**config.mk**
```make
export PLATFORM = sky130hd
export DESIGN_NAME = uart_tx_feeder
export DESIGN_NICKNAME = d
export VERILOG_FILES = /design/src/rtl/uart_pkg.sv /design/src/rtl/uart_sync_fifo.sv /design/src/rtl/uart_tx_feeder.sv
export SDC_FILE = /design/constraint.sdc
export NUM_CORES = 1
export LEC_CHECK = 0
export ABC_AREA = 1
export BUFFER_PORTS_ARGS = -buffer_cell sky130_fd_sc_hd__buf_4
export CORE_MARGIN = 3
export CORE_UTILIZATION = 50
export CTS_CLUSTER_DIAMETER = 50
export DETAILED_ROUTE_END_ITERATION = 8
export HOLD_SLACK_MARGIN = 0.05
export PLACE_DENSITY = 0.63
export RECOVER_POWER = 100
export SETUP_SLACK_MARGIN = 0.05
export SYNTH_ARGS = -nofsm -noshare
export SYNTH_HDL_FRONTEND = slang
export SYNTH_SLANG_ARGS = --single-unit
```
**constraint.sdc**
```tcl
create_clock -name sys_clk -period 2.55 [get_ports sys_clk]
set_input_delay 0.3825 -clock sys_clk [delete_from_list [all_inputs] [get_ports sys_clk]]
set_output_delay 0.3825 -clock sys_clk [all_outputs]
set_load 0.01 [all_outputs]
```
**src/rtl/uart_pkg.sv**
```systemverilog
// Shared UART definitions: byte width and the TX feeder FSM state encoding.
package uart_pkg;

  localparam int unsigned UART_BYTE_W = 8;

  typedef enum logic [2:0] {
    StIdle   = 3'd0,
    StReq    = 3'd1,
    StWait   = 3'd2,
    StCsReq  = 3'd3,
    StCsWait = 3'd4
  } tx_state_e;

endpackage

```
**src/rtl/uart_sync_fifo.sv**
```systemverilog
// Synchronous FIFO with combinational read port (first word visible on pop_data).
// A push while full and a pop while empty are ignored. Pointers wrap modulo DEPTH.
module uart_sync_fifo
  import uart_pkg::*;
#(
  parameter int unsigned WIDTH  = 9,
  parameter int unsigned DEPTH  = 16,
  parameter int unsigned ADDR_W = 4
) (
  input  logic              clk,
  input  logic              rst_n,
  input  logic              push,
  input  logic [WIDTH-1:0]  push_data,
  input  logic              pop,
  output logic [WIDTH-1:0]  pop_data,
  output logic              full,
  output logic              empty,
  output logic [ADDR_W:0]   count
);

  localparam logic [ADDR_W-1:0] PtrOne    = ADDR_W'(1);
  localparam logic [ADDR_W:0]   CntOne    = (ADDR_W + 1)'(1);
  localparam logic [ADDR_W:0]   FullCount = (ADDR_W + 1)'(DEPTH);

  logic [WIDTH-1:0]  mem [DEPTH];
  logic [ADDR_W-1:0] wr_ptr_q, wr_ptr_d;
  logic [ADDR_W-1:0] rd_ptr_q, rd_ptr_d;
  logic [ADDR_W:0]   count_q, count_d;
  logic              push_ok, pop_ok;

  assign full     = (count_q == FullCount);
  assign empty    = (count_q == '0);
  assign count    = count_q;
  assign push_ok  = push && !full;
  assign pop_ok   = pop && !empty;
  assign pop_data = mem[rd_ptr_q];

  // Pointer and occupancy next-state
  always_comb begin
    wr_ptr_d = push_ok ? wr_ptr_q + PtrOne : wr_ptr_q;
    rd_ptr_d = pop_ok  ? rd_ptr_q + PtrOne : rd_ptr_q;
    count_d  = count_q;
    if (push_ok && !pop_ok) begin
      count_d = count_q + CntOne;
    end else if (pop_ok && !push_ok) begin
      count_d = count_q - CntOne;
    end
  end

  // Pointer and occupancy registers
  always_ff @(posedge clk) begin
    if (!rst_n) begin
      wr_ptr_q <= '0;
      rd_ptr_q <= '0;
      count_q  <= '0;
    end else begin
      wr_ptr_q <= wr_ptr_d;
      rd_ptr_q <= rd_ptr_d;
      count_q  <= count_d;
    end
  end

  // Storage write; contents need no reset since count gates every read
  always_ff @(posedge clk) begin
    if (push_ok) begin
      mem[wr_ptr_q] <= push_data;
    end
  end

endmodule

```
**src/rtl/uart_tx_feeder.sv**
```systemverilog
// Byte FIFO plus issue FSM feeding a UART transmitter one byte at a time:
// a 1-cycle tx_req with tx_data, then wait for tx_done before the next request.
// Define UART_TX_FEEDER_CSUM_EN to append an additive checksum byte after each
// byte pushed with wr_last; otherwise wr_last only produces frame_done.
module uart_tx_feeder
  import uart_pkg::*;
#(
  parameter int unsigned DEPTH  = 16,
  parameter int unsigned ADDR_W = 4
) (
  input  logic                   sys_clk,
  input  logic                   sys_rst_n,
  input  logic                   wr_en,
  input  logic [UART_BYTE_W-1:0] wr_data,
  input  logic                   wr_last,
  output logic                   wr_full,
  output logic                   wr_ovf,
  output logic                   tx_req,
  output logic [UART_BYTE_W-1:0] tx_data,
  input  logic                   tx_done,
  output logic                   busy,
  output logic                   frame_done
);

  tx_state_e                state_q, state_d;
  logic                     cur_last_q, cur_last_d;
  logic                     tx_req_q, tx_req_d;
  logic [UART_BYTE_W-1:0]   tx_data_q, tx_data_d;
  logic                     frame_done_q, frame_done_d;
  logic                     wr_ovf_q, wr_ovf_d;
`ifdef UART_TX_FEEDER_CSUM_EN
  logic [UART_BYTE_W-1:0]   csum_q, csum_d;
`endif

  logic                     fifo_pop;
  logic [UART_BYTE_W:0]     fifo_rdata;
  logic                     fifo_empty;
  logic [ADDR_W:0]          fifo_count;

  uart_sync_fifo #(
    .WIDTH  (UART_BYTE_W + 1),
    .DEPTH  (DEPTH),
    .ADDR_W (ADDR_W)
  ) u_fifo (
    .clk       (sys_clk),
    .rst_n     (sys_rst_n),
    .push      (wr_en),
    .push_data ({wr_last, wr_data}),
    .pop       (fifo_pop),
    .pop_data  (fifo_rdata),
    .full      (wr_full),
    .empty     (fifo_empty),
    .count     (fifo_count)
  );

  assign tx_req     = tx_req_q;
  assign tx_data    = tx_data_q;
  assign frame_done = frame_done_q;
  assign wr_ovf     = wr_ovf_q;
  assign busy       = (state_q != StIdle) || !fifo_empty;

  // State register
  always_ff @(posedge sys_clk) begin
    if (!sys_rst_n) begin
      state_q <= StIdle;
    end else begin
      state_q <= state_d;
    end
  end

  // Next-state logic
  always_comb begin
    state_d = state_q;
    case (state_q)
      StIdle: if (fifo_count != '0) state_d = StReq;
      StReq:  state_d = StWait;
      StWait: begin
        if (tx_done) begin
`ifdef UART_TX_FEEDER_CSUM_EN
          state_d = cur_last_q ? StCsReq : StIdle;
`else
          state_d = StIdle;
`endif
        end
      end
`ifdef UART_TX_FEEDER_CSUM_EN
      StCsReq:  state_d = StCsWait;
      StCsWait: if (tx_done) state_d = StIdle;
`endif
      default: state_d = StIdle;
    endcase
  end

  // Output and datapath next values; tx_req is cleared by default so it lasts one cycle
  always_comb begin
    fifo_pop     = 1'b0;
    tx_req_d     = 1'b0;
    tx_data_d    = tx_data_q;
    cur_last_d   = cur_last_q;
    frame_done_d = 1'b0;
    wr_ovf_d     = wr_en && wr_full;
`ifdef UART_TX_FEEDER_CSUM_EN
    csum_d       = csum_q;
`endif
    case (state_q)
      StIdle: begin
        if (fifo_count != '0) begin
          fifo_pop   = 1'b1;
          tx_req_d   = 1'b1;
          tx_data_d  = fifo_rdata[UART_BYTE_W-1:0];
          cur_last_d = fifo_rdata[UART_BYTE_W];
        end
      end
      StWait: begin
        if (tx_done) begin
`ifdef UART_TX_FEEDER_CSUM_EN
          // Last byte keeps the running sum so the checksum state can send it
          csum_d = csum_q + tx_data_q;
`else
          frame_done_d = cur_last_q;
`endif
        end
      end
`ifdef UART_TX_FEEDER_CSUM_EN
      StCsReq: begin
        tx_req_d  = 1'b1;
        tx_data_d = csum_q;
      end
      StCsWait: begin
        if (tx_done) begin
          frame_done_d = 1'b1;
          csum_d       = '0;
        end
      end
`endif
      default: ;
    endcase
  end

  // Registered outputs and datapath
  always_ff @(posedge sys_clk) begin
    if (!sys_rst_n) begin
      tx_req_q     <= 1'b0;
      tx_data_q    <= '0;
      cur_last_q   <= 1'b0;
      frame_done_q <= 1'b0;
      wr_ovf_q     <= 1'b0;
`ifdef UART_TX_FEEDER_CSUM_EN
      csum_q       <= '0;
`endif
    end else begin
      tx_req_q     <= tx_req_d;
      tx_data_q    <= tx_data_d;
      cur_last_q   <= cur_last_d;
      frame_done_q <= frame_done_d;
      wr_ovf_q     <= wr_ovf_d;
`ifdef UART_TX_FEEDER_CSUM_EN
      csum_q       <= csum_d;
`endif
    end
  end

endmodule

```
# --- Yosys cells after proc, flatten, opt, wreduce, memory -nomap -nowiden ---
# Memories as Yosys holds them, arrays and structs flattened. A register that Yosys moved wholly into a read port is not among the register bits.
# Cells that the tools add are included.
word_totals:
  memories: 1
  mem_bits_rw: 144
  register_bits: 19
  wordCells: 45
  output_inout_bits: 13
  inputBits: 13
memory_table:
  columns: ["name", "depth", "width", "read_ports", "rd_ports_with_merged_regs", "write_ports", "line_no", "text"]
  rows:
  - ["u_fifo.mem", 16, 9, 1, 1, 1, "uart_sync_fifo.sv:25", "logic [WIDTH-1:0] mem [DEPTH];"]
op_classes:
  n_reduce_logical: 19
  add_sub_neg: 4
  n_eq_ne: 5
  mux: 9
ops:
  columns: ["operator", "n"]
  rows:
  - ["2-to-1 mux 5 bit", 2]
  - ["one-hot mux 3 bit (3 select lines)", 1]
  - ["adder 4 x 1 -> 4 bit, second input constant", 2]
  - ["2-to-1 mux 3 bit", 2]
  - ["adder 5 x 1 -> 5 bit, second input constant", 1]
  - ["== test 5 bit, second input constant", 1]
  - ["logical AND 1 bit", 5]
  - ["zero test 1 bit", 5]
  - ["zero test 5 bit", 1]
  - ["nonzero test 5 bit", 1]
  - ["subtractor 5 x 1 -> 5 bit, second input constant", 1]
  - ["2-to-1 mux 1 bit", 4]
  - ["inequality test 2 bit, second input constant", 2]
  - ["AND reduction 2 bit", 2]
  - ["== test 3 x 1 -> 1 bit, second input constant", 1]
  - ["== test 3 x 2 -> 1 bit, second input constant", 1]
  - ["zero test 3 bit", 1]
  - ["AND reduction 3 bit", 1]
  - ["nonzero test 3 bit", 1]
  - ["nonzero test 2 bit", 1]
  - ["logical OR 1 bit", 1]

# --- Logic depth before layout (Yosys ltp) ---
logic_depth:
  word_depth: 7
  depth_mapped: 14
  ltp_nobuf: 14

# --- Cells and area by module ---
# From an unflattened synthesis, not the netlist that was laid out.
unflattened:
  cells_unflattened: 802
  hier_area_um2: 7821.3
by_module_without_submodules:
  columns: ["mod", "cells_per_inst", "seq_area_each_um2", "n_inst", "area_per_inst_um2"]
  rows:
  - ["uart_sync_fifo", 721, 4664.5, 1, 7189.4]
  - ["uart_tx_feeder", 81, 280.3, 1, 631.9]

# --- Least setup slack after synthesis ---
# Ideal clock, no wire load.
synth_timing:
  path_type: "register to register"
  start: "register u_fifo.count_q[0] (netlist: u_fifo.count[0])"
  end: "register u_fifo.count_q[4] (netlist: u_fifo.count[4])"
  stages_incl_launch_ff: 14
  period_less_slack_ns: 1.956
  required_ns: 2.479
  setup_ns: 0.071
  path_buffers: 0
  arrival_ns: 1.885
  slack_ns: 0.594
  cell_sequence: "dfxtp_1 -> nor2_2 -> nand4_1 -> nand2_2 -> inv_2 -> ha_1 -> fa_1 -> inv_1 -> nand2_1 -> a21boi_0 -> o21bai_1 -> nand2_1 -> nand2_1 -> a21oi_1"
synth_between:
  elab_cells_between_ends: 18
  cone_classes: "add/sub: 2; eq/ne: 1; mux: 4; reduce/logical: 11"
synth_rtl:
  columns: ["item", "line_no", "text"]
  rows:
  - ["start, declared", "uart_sync_fifo.sv:28", "logic [ADDR_W:0] count_q, count_d;"]
  - ["start signal, assigned", "uart_sync_fifo.sv:59", "count_q <= count_d;"]
  - ["== test 5 bit *", "uart_sync_fifo.sv:31", "assign full = (count_q == FullCount);"]
  - ["zero test 1 bit *", "uart_sync_fifo.sv:34", "assign push_ok = push && !full;"]
  - ["logical AND 1 bit *", "uart_sync_fifo.sv:34", null]
  - ["net u_fifo.push_ok", "uart_sync_fifo.sv:29", "logic push_ok, pop_ok;"]
  - ["zero test 1 bit", "uart_sync_fifo.sv:45", "end else if (pop_ok && !push_ok) begin"]
  - ["logical AND 1 bit", "uart_sync_fifo.sv:45", null]
  - ["nonzero test 2 bit (no source line)", null, null]
# The timed path passes the listed nets; every way through them passes the cells marked *. The select of a mux whose other input is x is not followed.
# A chain may end at the register's enable or synchronous reset.

# --- Worst setup path in the final report ---
layout_timing:
  start: "register u_fifo.count_q[3] (netlist: u_fifo.count[3])"
  end: "register u_fifo.count_q[4] (netlist: u_fifo.count[4])"
layout_between:
  elab_chain_len: 7
  elab_cells_between_ends: 18
  cone_classes: "add/sub: 2; eq/ne: 1; mux: 4; reduce/logical: 11"
layout_lines:
  columns: ["item"]
  rows:
  - ["branches (longest 7 deep; another with subtractor 5 x 1 -> 5 bit)"]
# Several ways; the timed one is not identified. The select of a mux whose other input is x is not followed.

==> results.sh <==
export IMPL_outcome="finished, final reports clean"
export IMPL_cp_data_required_time_ns=2.84
export IMPL_wl_met2_um=8220
export IMPL_hold_viol=0
export IMPL_first_pass_iters=5
export IMPL_top_layer_used="met4"
export IMPL_fillCellCount=1201
export IMPL_insertion_delay_ns=0.42
export IMPL_syn_nets=770
export IMPL_worst_slew_pin_slew_ns=0.949
export IMPL_final_max_slew_violation_count=0
export IMPL_synth_cell_area_mm2=0.00743
export IMPL_synth_seq_area_share_pct=65.5
export IMPL_vdd_ir_drop_max_mv=0.554
export IMPL_dr_first_iter_drc_count=372
export IMPL_cts_buffers=17
export IMPL_routed_wl_um=16900
export IMPL_cts_max_level=4
export IMPL_grt_pass1_vias=4897
export IMPL_cts_tree="built"
export IMPL_final_nets=805
export IMPL_clockBufferDepth=2
export IMPL_place_congestion=0.892
export IMPL_fin_tns_setup_ns=0
export IMPL_dp_final_hpwl_um=10600
export IMPL_rr_startpoint="u_fifo.count[3]"
export IMPL_path_class="reg2reg"
export IMPL_gr_total_overflow=0
export IMPL_fin_worst_skew_ns=0.00709
export IMPL_cts_sinks=171
export IMPL_reg2reg_slack_ns=0.24
export IMPL_grtUsageTotal_pct=21.4
export IMPL_synth_area_top_cells="edfxtp_1 (58%), nand2_1 (13%), dfxtp_1 (7.3%), nand3_1 (7.1%), inv_1 (5.0%)"
export IMPL_cts_root_buf="clkbuf_16"
export IMPL_cp_arrival_ns=2.61
export IMPL_num_antenna_cells=0
export IMPL_vias_per_cell=5.24
export IMPL_synth_top_cell_area_share_pct=58.2
export IMPL_drc_errors=0
export IMPL_ant_nets=0
export IMPL_cp_end_kind="flop"
export IMPL_holdWs_ns=0.216
export IMPL_avgSynthCellArea_um2=9.94
export IMPL_met3WireLength_um=1030
export IMPL_synth_top_cell_by_area="edfxtp_1"
export IMPL_hold_start="tx_done"
export IMPL_grt_setup_unrepaired="false"
export IMPL_synth_seq_cells=171
export IMPL_r2r_end="u_fifo.count[4]"
export IMPL_pin_count=26
export IMPL_final_cell_mix="nand2_1 (250), edfxtp_1 (144), nand3_1 (105)"
export IMPL_die_height_um=128
export IMPL_wl_per_cell_um=17.3
export IMPL_start_util_pct=52.3
export IMPL_drv_cap=0
export IMPL_grt_first_pass_wirelength_um=25900
export IMPL_fp_dieW_um=128
export IMPL_start_kind="flop"
export IMPL_final_common_cell="nand2_1"
export IMPL_yosysWarnings=0
export IMPL_min_period_ns=2.31
export IMPL_die_area_mm2=0.0163
export IMPL_grt_max_degree=47
export IMPL_hold_path_class="in2reg"
export IMPL_path_max_fanout=10
export IMPL_power_density_mw_per_mm2=994
export IMPL_port_buffers=25
export IMPL_ff2ff_path_depth=12
export IMPL_post_route_period_util_pct=90.7
export IMPL_routedLengthMet1_um=7220
export IMPL_layout_drive_gt1_share_pct=6.05
export IMPL_vias=5099
export IMPL_core_mm2=0.0142
export IMPL_min_to="frame_done"
export IMPL_syn_inst=747
export IMPL_antenna_found_initial=0
export IMPL_cts_hold_buf=0
export IMPL_slew_headroom_pct=36.7
export IMPL_setup_violations_final=0
export IMPL_fp_row_count=43
export IMPL_fmax_mhz=432
export IMPL_synth_cell_types=30
export IMPL_syn_to_final_growth_pct=11.2
export IMPL_worstHoldPathCells=3
export IMPL_leakage_nw=3.48
export IMPL_path_clk_slew_ns=0.06
flip-flops by register name (all words and copies together) (netlist names):
register,flops
cur_last_q,1
frame_done,1
state_q,2
tx_data,8
tx_req,1
u_fifo.count,5
u_fifo.mem,144
u_fifo.rd_ptr_q,4
u_fifo.wr_ptr_q,4
wr_ovf,1
where the power goes:
| group | internal [W] | leakage [nW] | switching (W) |
|---|---|---|---|
| logic | 0.000713 | 1.66 | 0.00161 |
| clock network | 0.00158 | 0.291 | 0.000996 |
| registers | 0.00321 | 1.52 | 0.0000937 |
| total | 0.00551 | 3.48 | 0.00270 |
cells by family after synthesis:
logic type	synth area share, %
xor gates and xnor gates	0.590
AOI/OAI and AO/OA	1.79
DFF	65.5
and+or+nand+nor	22.4
adders and majority gates	1.79
buffers and inverters	7.97
per-layer routing:
| metal | track usage [%] | vias up |
|---|---|---|
| met1 | 28.6 | 2426 |
| met5 | 0 | - |
| met4 | 8.36 | 0 |
| li1 | - | 2483 |
| met2 | 34.9 | 163 |
| met3 | 4.08 | 27 |
metrics by stage:
step	setup WS (ns)	cell area [µm²]	power, W	instances	utilization, %
floorplan	0.594	7430	0.00516	747	-
global placement	0.436	7790	0.00564	941	54.9
detailed placement	0.205	7790	0.00572	941	54.9
CTS	0.187	8380	0.00830	972	59.0
global route	0.0389	8260	0.00869	974	58.1
finish	0.237	8260	0.00821	974	58.1
final cells by class:
| class | count | area, µm² | area share, % |
|---|---|---|---|
| Multi-Input combinational cell | 440 | 1960 | 23.8 |
| Sequential cell | 171 | 4860 | 58.9 |
| Clock buffer | 23 | 468 | 5.67 |
| Timing Repair Buffer | 47 | 223 | 2.70 |
| Clock inverter | 8 | 119 | 1.44 |
| Tap cell | 180 | 225 | 2.73 |
| Inverter | 105 | 394 | 4.77 |
cells in the mapped netlist:
cell and n:
nand2_1 250, edfxtp_1 144, nand3_1 105, inv_1 98, nor2_1 38, dfxtp_1 27, a21oi_1 14, buf_2 10
ha_1 9, buf_4 8, o21ai_0 8, buf_6 5, clkbuf_1 5, inv_2 5, xor2_1 3, buf_1 2
clkinv_1 2, xnor2_1 2, a21boi_0 1, clkbuf_2 1, fa_1 1, nand2_2 1, nand2_4 1, nand4_1 1
nand4_2 1, nor2_2 1, nor3_1 1, nor4_1 1, o21a_1 1, o21bai_1 1
critical path, cell delays in order (launching register included):
cell      delay, ns
dfxtp_1        0.34
nor2_2         0.15
nand4_1        0.19
nand2_4        0.19
ha_1           0.24
inv_1          0.11
ha_1           0.35
nand2_1        0.13
a21boi_1       0.09
o21bai_1       0.19
nand2_1        0.08
nand2_1        0.06
a21oi_1        0.05
timing repair:
item	4_1_cts	5_1_grt
setup endpoints to repair	0	2
buffers inserted	0	2
resized for setup	0	1
endpoints found under the hold margin	0	0
how the worst max path moves through the flow:
stage               startpoint               to  slack [ns]  depth (start not counted)
2_1_floorplan  u_fifo.count[0]  u_fifo.count[4]        0.59                         13
3_3_place_gp   u_fifo.count[0]  u_fifo.count[4]        0.44                         13
3_5_place_dp   u_fifo.count[0]  u_fifo.count[4]        0.20                         13
4_1_cts        u_fifo.count[0]  u_fifo.count[4]        0.19                         13
5_1_grt        u_fifo.count[3]  u_fifo.count[4]        0.04                         13
6_report       u_fifo.count[3]  u_fifo.count[4]        0.24                         12
No activity file was read; power rests on OpenSTA's default activity.
